==> src/rtl/memaccess_pkg.sv <==
// Shared encodings for the memaccess bus initiator: access sizes, FSM states
// and big-endian lane offsets.
package memaccess_pkg;

    localparam int WORD_W = 32;

    // Request size encodings
    localparam logic [1:0] SZ_BYTE = 2'b00;
    localparam logic [1:0] SZ_HALF = 2'b01;
    localparam logic [1:0] SZ_WORD = 2'b10;
    localparam logic [1:0] SZ_ILL  = 2'b11;

    // Big-endian halfword offsets: offset 0 is [31:16], offset 2 is [15:0]
    localparam logic [1:0] OFF_HALF_HI = 2'd0;
    localparam logic [1:0] OFF_HALF_LO = 2'd2;

    typedef enum logic [1:0] {
        IDLE  = 2'd0,
        READ  = 2'd1,
        WRITE = 2'd2,
        RESP  = 2'd3
    } state_e;

    // Byte offset addressing the byte lane [8*lane+7 : 8*lane] (big-endian)
    function automatic logic [1:0] lane_off(input int lane);
        return 2'(3 - lane);
    endfunction

    // Misaligned or illegal request detection
    function automatic logic is_bad(input logic [1:0] size, input logic [1:0] off);
        return (size == SZ_ILL) ||
               ((size == SZ_HALF) && off[0]) ||
               ((size == SZ_WORD) && (off != 2'b00));
    endfunction

endpackage

==> src/rtl/memaccess_lane.sv <==
// Combinational lane logic: extracts and extends the addressed lane for loads
// and merges right-justified store data into a word for sub-word stores.
module memlane
    import memaccess_pkg::*;
(
    input  logic [WORD_W-1:0] word,
    input  logic [1:0]        off,
    input  logic [1:0]        size,
    input  logic              sgn,
    input  logic [WORD_W-1:0] sdata,
    output logic [WORD_W-1:0] ldata,
    output logic [WORD_W-1:0] merged
);

    logic [4:0]  byte_shift;
    logic [7:0]  byte_v;
    logic [15:0] half_v;

    // Offset 0 is the most significant byte, so the shift is (3-off)*8
    assign byte_shift = {~off, 3'b000};
    assign byte_v     = word[byte_shift +: 8];
    assign half_v     = (off == OFF_HALF_LO) ? word[15:0] : word[31:16];

    // Load path: pick the lane and sign- or zero-extend it
    always_comb begin
        ldata = word;
        case (size)
            SZ_BYTE: ldata = {{24{sgn & byte_v[7]}}, byte_v};
            SZ_HALF: ldata = {{16{sgn & half_v[15]}}, half_v};
            default: ldata = word;
        endcase
    end

    genvar gi;
    generate
        for (gi = 0; gi < 4; gi++) begin : g_lane
            localparam logic [1:0] LANE_OFF = lane_off(gi);
            logic       lane_hit;
            logic [7:0] lane_byte;

            // Store path: decide whether this lane is overwritten and with which data byte
            always_comb begin
                lane_hit  = 1'b0;
                lane_byte = sdata[gi*8 +: 8];
                case (size)
                    SZ_BYTE: begin
                        lane_hit  = (off == LANE_OFF);
                        lane_byte = sdata[7:0];
                    end
                    SZ_HALF: begin
                        // Lower-offset byte of the halfword carries the high data byte
                        lane_hit  = (off[1] == LANE_OFF[1]);
                        lane_byte = LANE_OFF[0] ? sdata[7:0] : sdata[15:8];
                    end
                    SZ_WORD: lane_hit = 1'b1;
                    default: lane_hit = 1'b0;
                endcase
            end

            assign merged[gi*8 +: 8] = lane_hit ? lane_byte : word[gi*8 +: 8];
        end
    endgenerate

endmodule

==> src/rtl/memaccess.sv <==
// Bus initiator between the multicycle MIPS datapath and word-wide data memory.
// Handles byte/halfword/word loads and stores with read-modify-write for
// sub-word stores; one response per request with an error flag.
module memaccess
    import memaccess_pkg::*;
#(
    parameter int WIDTH = 32
) (
    input  logic             clk,
    input  logic             reset_n,
    input  logic             req_valid,
    output logic             req_ready,
    input  logic             req_write,
    input  logic [1:0]       req_size,
    input  logic             req_signed,
    input  logic [WIDTH-1:0] req_adr,
    input  logic [WIDTH-1:0] req_wdata,
    output logic             resp_valid,
    input  logic             resp_ready,
    output logic [WIDTH-1:0] resp_rdata,
    output logic             resp_err,
    output logic             memwrite,
    output logic [WIDTH-1:0] adr,
    output logic [WIDTH-1:0] writedata,
    input  logic [WIDTH-1:0] memdata
);

    generate
        if (WIDTH != WORD_W) begin : g_bad_width
            $error("memaccess: only WIDTH=32 is supported");
        end
    endgenerate

    state_e           state_reg;
    logic             write_reg;
    logic [1:0]       size_reg;
    logic             signed_reg;
    logic [WIDTH-1:0] adr_reg;
    logic [WIDTH-1:0] wdata_reg;   // store data, replaced by the merged word after READ
    logic [WIDTH-1:0] rdata_reg;
    logic             err_reg;

    logic [WIDTH-1:0] lane_ldata;
    logic [WIDTH-1:0] lane_merged;

    memlane u_lane (
        .word   (memdata),
        .off    (adr_reg[1:0]),
        .size   (size_reg),
        .sgn    (signed_reg),
        .sdata  (wdata_reg),
        .ldata  (lane_ldata),
        .merged (lane_merged)
    );

    // Request FSM: accept, read/merge, write, then hold the response until taken
    always_ff @(posedge clk or negedge reset_n) begin
        if (!reset_n) begin
            state_reg  <= IDLE;
            write_reg  <= 1'b0;
            size_reg   <= SZ_BYTE;
            signed_reg <= 1'b0;
            adr_reg    <= '0;
            wdata_reg  <= '0;
            rdata_reg  <= '0;
            err_reg    <= 1'b0;
        end else begin
            case (state_reg)
                IDLE: begin
                    if (req_valid) begin
                        write_reg  <= req_write;
                        size_reg   <= req_size;
                        signed_reg <= req_signed;
                        adr_reg    <= req_adr;
                        wdata_reg  <= req_wdata;
                        rdata_reg  <= '0;
                        if (is_bad(req_size, req_adr[1:0])) begin
                            err_reg   <= 1'b1;
                            state_reg <= RESP;
                        end else begin
                            err_reg   <= 1'b0;
                            state_reg <= (req_write && (req_size == SZ_WORD)) ? WRITE : READ;
                        end
                    end
                end
                READ: begin
                    if (write_reg) begin
                        wdata_reg <= lane_merged;
                        state_reg <= WRITE;
                    end else begin
                        rdata_reg <= lane_ldata;
                        state_reg <= RESP;
                    end
                end
                WRITE: state_reg <= RESP;
                RESP: begin
                    if (resp_ready) begin
                        state_reg <= IDLE;
                    end
                end
                default: state_reg <= IDLE;
            endcase
        end
    end

    // Outputs decoded from state so reset clears the memory strobes without a clock edge
    assign req_ready  = (state_reg == IDLE);
    assign resp_valid = (state_reg == RESP);
    assign resp_rdata = rdata_reg;
    assign resp_err   = err_reg;
    assign memwrite   = (state_reg == WRITE);
    assign adr        = ((state_reg == READ) || (state_reg == WRITE)) ?
                        {adr_reg[WIDTH-1:2], 2'b00} : '0;
    assign writedata  = (state_reg == WRITE) ? wdata_reg : '0;

endmodule

==> config.mk <==
export PLATFORM = sky130hd
export DESIGN_NAME = memaccess
export DESIGN_NICKNAME = d
export VERILOG_FILES = /design/src/rtl/memaccess_pkg.sv /design/src/rtl/memaccess_lane.sv /design/src/rtl/memaccess.sv
export SDC_FILE = /design/constraint.sdc
export NUM_CORES = 1
export LEC_CHECK = 0
export ABC_CLOCK_PERIOD_IN_PS = 2480
export CAP_MARGIN = 5
export CORE_ASPECT_RATIO = 0.6
export CORE_MARGIN = 2
export CORE_UTILIZATION = 47
export DETAILED_ROUTE_END_ITERATION = 10
export PLACE_DENSITY = 0.82
export SYNTH_ARGS = -nofsm -noshare
export SYNTH_HDL_FRONTEND = slang
export SYNTH_SLANG_ARGS = --single-unit
==> constraint.sdc <==
create_clock -name clk -period 2.48 [get_ports clk]
set_clock_uncertainty 0.15 [all_clocks]
set_input_delay 0.496 -clock clk [delete_from_list [all_inputs] [get_ports clk]]
set_output_delay 0.496 -clock clk [all_outputs]
set_load 0.05 [all_outputs]
======== Word-level counts from Yosys, hierarchy flattened ========
Cells that the tools add are included.
storage, ports and cells
  register bits ........................... 103
  bits in latches ......................... 0
  bits in writable memories ............... 0
  memory bits (read-only) ................. 0
  output and inout port bits .............. 100
  logic and storage cells ................. 82
  memories kept ........................... 0
cells by class
  add/sub/neg operators ................... 0
  $mul .................................... 0
  div/mod/pow operators ................... 0
  magnitude comparators ................... 0
  equality and inequality tests ........... 19
  shifts and indexed selects .............. 1
  muxes and demuxes ....................... 28
  bitwise gates (word level) .............. 4
  reductions and logical operators ........ 19
operator list
  kind                  count
  $mux W32              6
  $pmux W32 S2          3
  $mux W8               6
  $shiftx A32 B6 Y8     1
  $mux W16              1
  $pmux W8 S2           1
  $reduce_and A4 Y1     4
  $eq A2 B2 Y1 const B  7
  $pmux W1 S3           4
  $eq A2 B1 Y1 const B  4
  $mux W2               4
  $ne A2 B2 Y1 const B  4
  $pmux W2 S4           1
  $logic_not A2 Y1      3
  $ne A3 B3 Y1 const B  2
  $ne A4 B4 Y1 const B  1
  $reduce_and A2 Y1     2
  $reduce_bool A2 Y1    2
  $logic_and A1 B1 Y1   3
  $logic_or A1 B1 Y1    3
  $reduce_and A3 Y1     1
  $and A1 B1 Y1         2
  $mux W1               2
  $ne A2 B1 Y1 const B  1
  3 further kinds       3

======== Longest topological paths before layout ========
  word-level depth ........................ 7
  mapped depth ............................ 9
  depth with buffers taken out ............ 6

======== Modules after synthesis ========
A second synthesis with hierarchy kept.
second synthesis, totals
  cell total of the unflattened synthesis .. 556
  area total of the unflattened synthesis .. 6342.3 sq um
modules (own cells, without submodules)
  module     times used  cells an instance  area each (sq um)  sequential area each (sq um)
  memaccess  1           353                4854.7             2577.5
  memlane    1           203                1487.7             0.0

======== Least setup slack after synthesis ========
OpenSTA, ideal clock, no wires.
  kind .................................... register to register
  start point ............................. register state_reg[0]
  end point ............................... register rdata_reg[14] (netlist: resp_rdata[14])
  arrival ................................. 2.211 ns
  data required time ...................... 2.256 ns
  slack ................................... 0.045 ns
  stages on the path, launching flop included .. 10
  path buffers ............................ 3
  path through ............................ dfrtp_1 > inv_1 > ha_1 > buf_4 > mux2i_1 > buf_2 > a21o_1 > clkbuf_1 > a2bb2oi_1 > nand3_1
between the ends
  word-level cells in the longest chain between the ends .. 3
  elaborated cells on any way between the ends .. 7
  those cells by class .................... eq/ne (3); mux (1); reduce/logical (3)
RTL lines
  item                                                                        RTL line         RTL
  start: declaration                                                          memaccess.sv:34  state_e state_reg;
  start signal: assignment                                                    memaccess.sv:82  state_reg <= (req_write && (req_size == SZ_WORD)) ? WRITE : READ;
  $logic_not A2 Y1 *                                                          -
  net req_ready                                                               memaccess.sv:12  output logic req_ready,
  $ne A2 B2 Y1 (no source line) / $reduce_bool A2 Y1 (equally long branches)  -
  $reduce_and A3 Y1 (no source line)                                          -
  end signal: assignment                                                      memaccess.sv:91  rdata_reg <= lane_ldata;
  end: declaration                                                            memaccess.sv:40  logic [WIDTH-1:0] rdata_reg;
Mark *: on every way through the listed nets, which the timed path passes. The rest lies on a longest branch.
A chain may end at the register's enable or synchronous reset.

======== Worst setup path in the final report ========
  start point ............................. register state_reg[1]
  end point ............................... output adr[23]
between the ends
  word-level cells in the longest chain between the ends .. 3
  elaborated cells on any way between the ends .. 4
  those cells by class .................... eq/ne (2); mux (1); reduce/logical (1)
RTL lines
  item                                                 RTL line          RTL
  $eq A2 B1 Y1 / $eq A2 B2 Y1 (equally long branches)  memaccess.sv:112  assign adr = ((state_reg == READ) || (state_reg == WRITE)) ?
  $logic_or A1 B1 Y1 *                                 memaccess.sv:112
  $mux W32 *                                           memaccess.sv:112
  end: declaration                                     memaccess.sv:23   output logic [WIDTH-1:0] adr,
Mark *: on every way between the ends. The rest lies on a longest branch, timed or not.

==> summary.md <==
| Metric | Value |
|---|---|
| Post-synth EDFFs | `0` |
| Sw power | `7.31 mW` |
| GRT overflow | `0` |
| Clock network fraction of total power | `9.6%` |
| Design Power | `15.0 mW` |
| Via count | `6,278` |
| Clock sink total | `103` |
| Drt drc | `0` |
| Fin area | `9390 µm²` |
| Area grow syn2layout | `54.0%` |
| Crit. End Element | `primary output` |
| CP arrival | `1.77 ns` |
| Most frequent cell after synthesis | `nand2_1` |
| F_max | `0.415 GHz` |
| Placed inst area | `9040 µm²` |
| Vias in the first global route | `6,222` |
| Pint | `7.71 mW` |
| Post-synth top cells | `nand2_1 (125), dfrtp_1 (103), and2_1 (64)` |
| Total global-route track usage | `32.6%` |
| Comb power frac | `69.6%` |
| Final Hold Slack | `0.319 ns` |
| Clk Latency, worst-skew pair | `0.35 ns` |
| Die height | `92.2 µm` |
| Initial antenna violation count | `0` |
| Sequential share of the synthesized area | `42.3%` |
| Largest net degree at the start of global routing | `84` |
| CTS max path bufs | `2` |
| TritonCTS buffer count | `9` |
| First-pass GRT wire length | `34.7 mm` |
| I/O Buffers | `201` |
| Sequential share of power | `20.8%` |
| Share of post-route cells with drive strength above 1 | `18.2%` |
| Crit path kind | `flip-flop to primary output` |
| Area contributors post-synth | `dfrtp_1 (42%), nand2_1 (7.7%), and2_1 (6.6%)` |
| VDD IR max | `1.02 mV` |
| Worst-path clk slew | `0.07 ns` |
| Post-detail-place hpwl | `16.5 mm` |
| Cells after DPL | `1,028` |
| Rows | `32` |
| GP Congestion | `0.947` |
| DR iter-0 viols | `626` |
| Ys Warns | `0` |
| Max Cap Viol | `0` |
| Synth Flop Type | `dfrtp_1` |
| Final #Nets | `982` |
| Sw Ratio | `48.7%` |
| PwrDens | `1600 nW/µm²` |
| Ys async rst share | `100%` |
| IO Pins | `204` |
| Htree depth | `3` |
| Initial Util | `47.8%` |
| Final Critical Period | `2.41 ns` |
| DRT Wirelength | `22.2 mm` |
| Status | `completed` |
| Crit start category | `flip-flop` |
| Area leader, netlist | `dfrtp_1` |
| CTS tree | `built` |
| Post-synthesis cell count | `670` |
| Period utilization | `97.3%` |
| Filler instances | `887` |
| Synth unique cells | `59` |
| Flops & latches, synth | `103` |
| Via density | `5.98` |
| Routed Antenna Nets | `0` |
| Non-Filler Instances | `1,049` |
| CP Max Fanout | `27` |
| Required time worst endpoint | `1.83 ns` |
| Fin. max-slew vios | `0` |
| # setup viols final | `0` |
| Final hold violations | `0` |
| Die W | `151 µm` |
| Synthesized area | `6100 µm²` |
| # diodes | `0` |
| Hold Path Class | `flip-flop to flip-flop` |
| Avg Inst Size Synth | `9.10 µm²` |
| Max-slew headroom | `49.5%` |
| DRT Pass-1 Iters | `5` |
| Mean routed wirelength per cell | `21.1 µm` |
| Clock root buffer | `clkbuf_16` |
| Worst-Margin Slew | `0.755 ns` |
| Leak | `4.02 nW` |
| Core ar. | `12,800 µm²` |
| Post-synth top area share | `42.3%` |
| TNS Setup | `0 ns` |
| Die area | `13,900 µm²` |
## area by class of cell
cell class	count	area (µm²)	share of cell area, %
inverter	5	22.5	0.240
clock buffer	11	233	2.48
tap	170	213	2.26
sequential	103	2580	27.4
multi-input combinational	513	3280	34.9
clock inverter	5	58.8	0.626
timing repair buffer	242	3010	32.0
## worst paths after layout
path	from	endpoint	slack [ns]	cells after the start
min in group asynchronous	reset_n	wdata_reg[10]	0.43	2
worst max-delay path	state_reg[1]	adr[23]	0.07	5
worst min-delay path	adr_reg[3]	adr_reg[3]	0.32	2
max in group asynchronous	reset_n	resp_rdata[16]	1.01	3
worst min register to register	adr_reg[3]	adr_reg[3]	0.32	2
worst max register to register	adr_reg[1]	resp_rdata[4]	0.13	4
## power by group through the flow
| stage | logic [mW] | registers [mW] | clock network [mW] |
|---|---|---|---|
| 6_report | 10.5 | 3.12 | 1.44 |
| 5_1_grt | 11.0 | 3.19 | 1.52 |
| 4_1_cts | 10.3 | 3.09 | 1.45 |
| 3_5_place_dp | 10.3 | 3.11 | 0 |
| 3_3_place_gp | 10.1 | 3.08 | 0 |
| 2_1_floorplan | 5.47 | 3.56 | 0 |
## placed cells by master, fill, tap and decap left out, types with 4 or more instances in the layout
cell type and instances:
o31a_1 9, mux2_2 25, o21a_1 9, clkdlybuf4s50_1 135, o211ai_1 7, o22ai_1 9
nand2b_1 13, nor2b_1 16, nand2_1 125, buf_12 68, inv_1 4, nand3b_1 7
nand3_1 9, a21oi_1 10, nor3_1 18, a221o_1 8, o21ai_0 23, a22o_1 9
nor2_1 47, a2bb2oi_1 16, mux2i_1 17, o32a_1 6, dfrtp_1 103, o2111ai_1 7
buf_4 38, a31oi_1 8, and2_1 64, o41ai_1 7, o221ai_1 9, clkbuf_16 9
## kinds of logic (layout without fill, tap and decap cells)
logic type,count (synthesis),after routing,share of synthesized area [%]
AO/OA/AOI/OAI,151,151,19.6
buffers and inverters,55,263,4.23
adder cells (fa/ha/maj),4,4,0.821
multiplexers,43,43,7.77
AND/OR/NAND/NOR,313,313,25.3
flip-flops,103,103,42.3
other,1,2,0.0615
## through the flow
step | util [%] | setup WS [ns]
after global placement | 70.8 | 0.0390
after CTS | 73.2 | 0.0392
after detailed placement | 70.8 | -0.0432
final | 73.5 | 0.0679
after global routing | 73.5 | -0.0165
after floorplan | - | 0.0447
## timing repair
action                                 4_1_cts  5_1_grt
gates resized for setup                      0        4
setup endpoints to repair                    0       69
hold buffers                                 1        0
endpoints found under the hold margin       20        0
setup buffers                                0        4
## worst max-delay path: stages, from the launching register on
cell and delay (ns):
dfrtp_1 0.41, inv_1 0.09, ha_2 0.40, buf_12 0.17, and2_1 0.19, buf_12 0.15
## routing by layer
layer | track usage, % | vias up | share of wire (%)
met5 | 0 | - | 0
met4 | 8.26 | 0 | 1.9
met3 | 8.66 | 39 | 12
met2 | 46.8 | 434 | 43
met1 | 48.6 | 3030 | 43
li1 | - | 2775 | -
No activity file was read; power rests on OpenSTA's default activity.
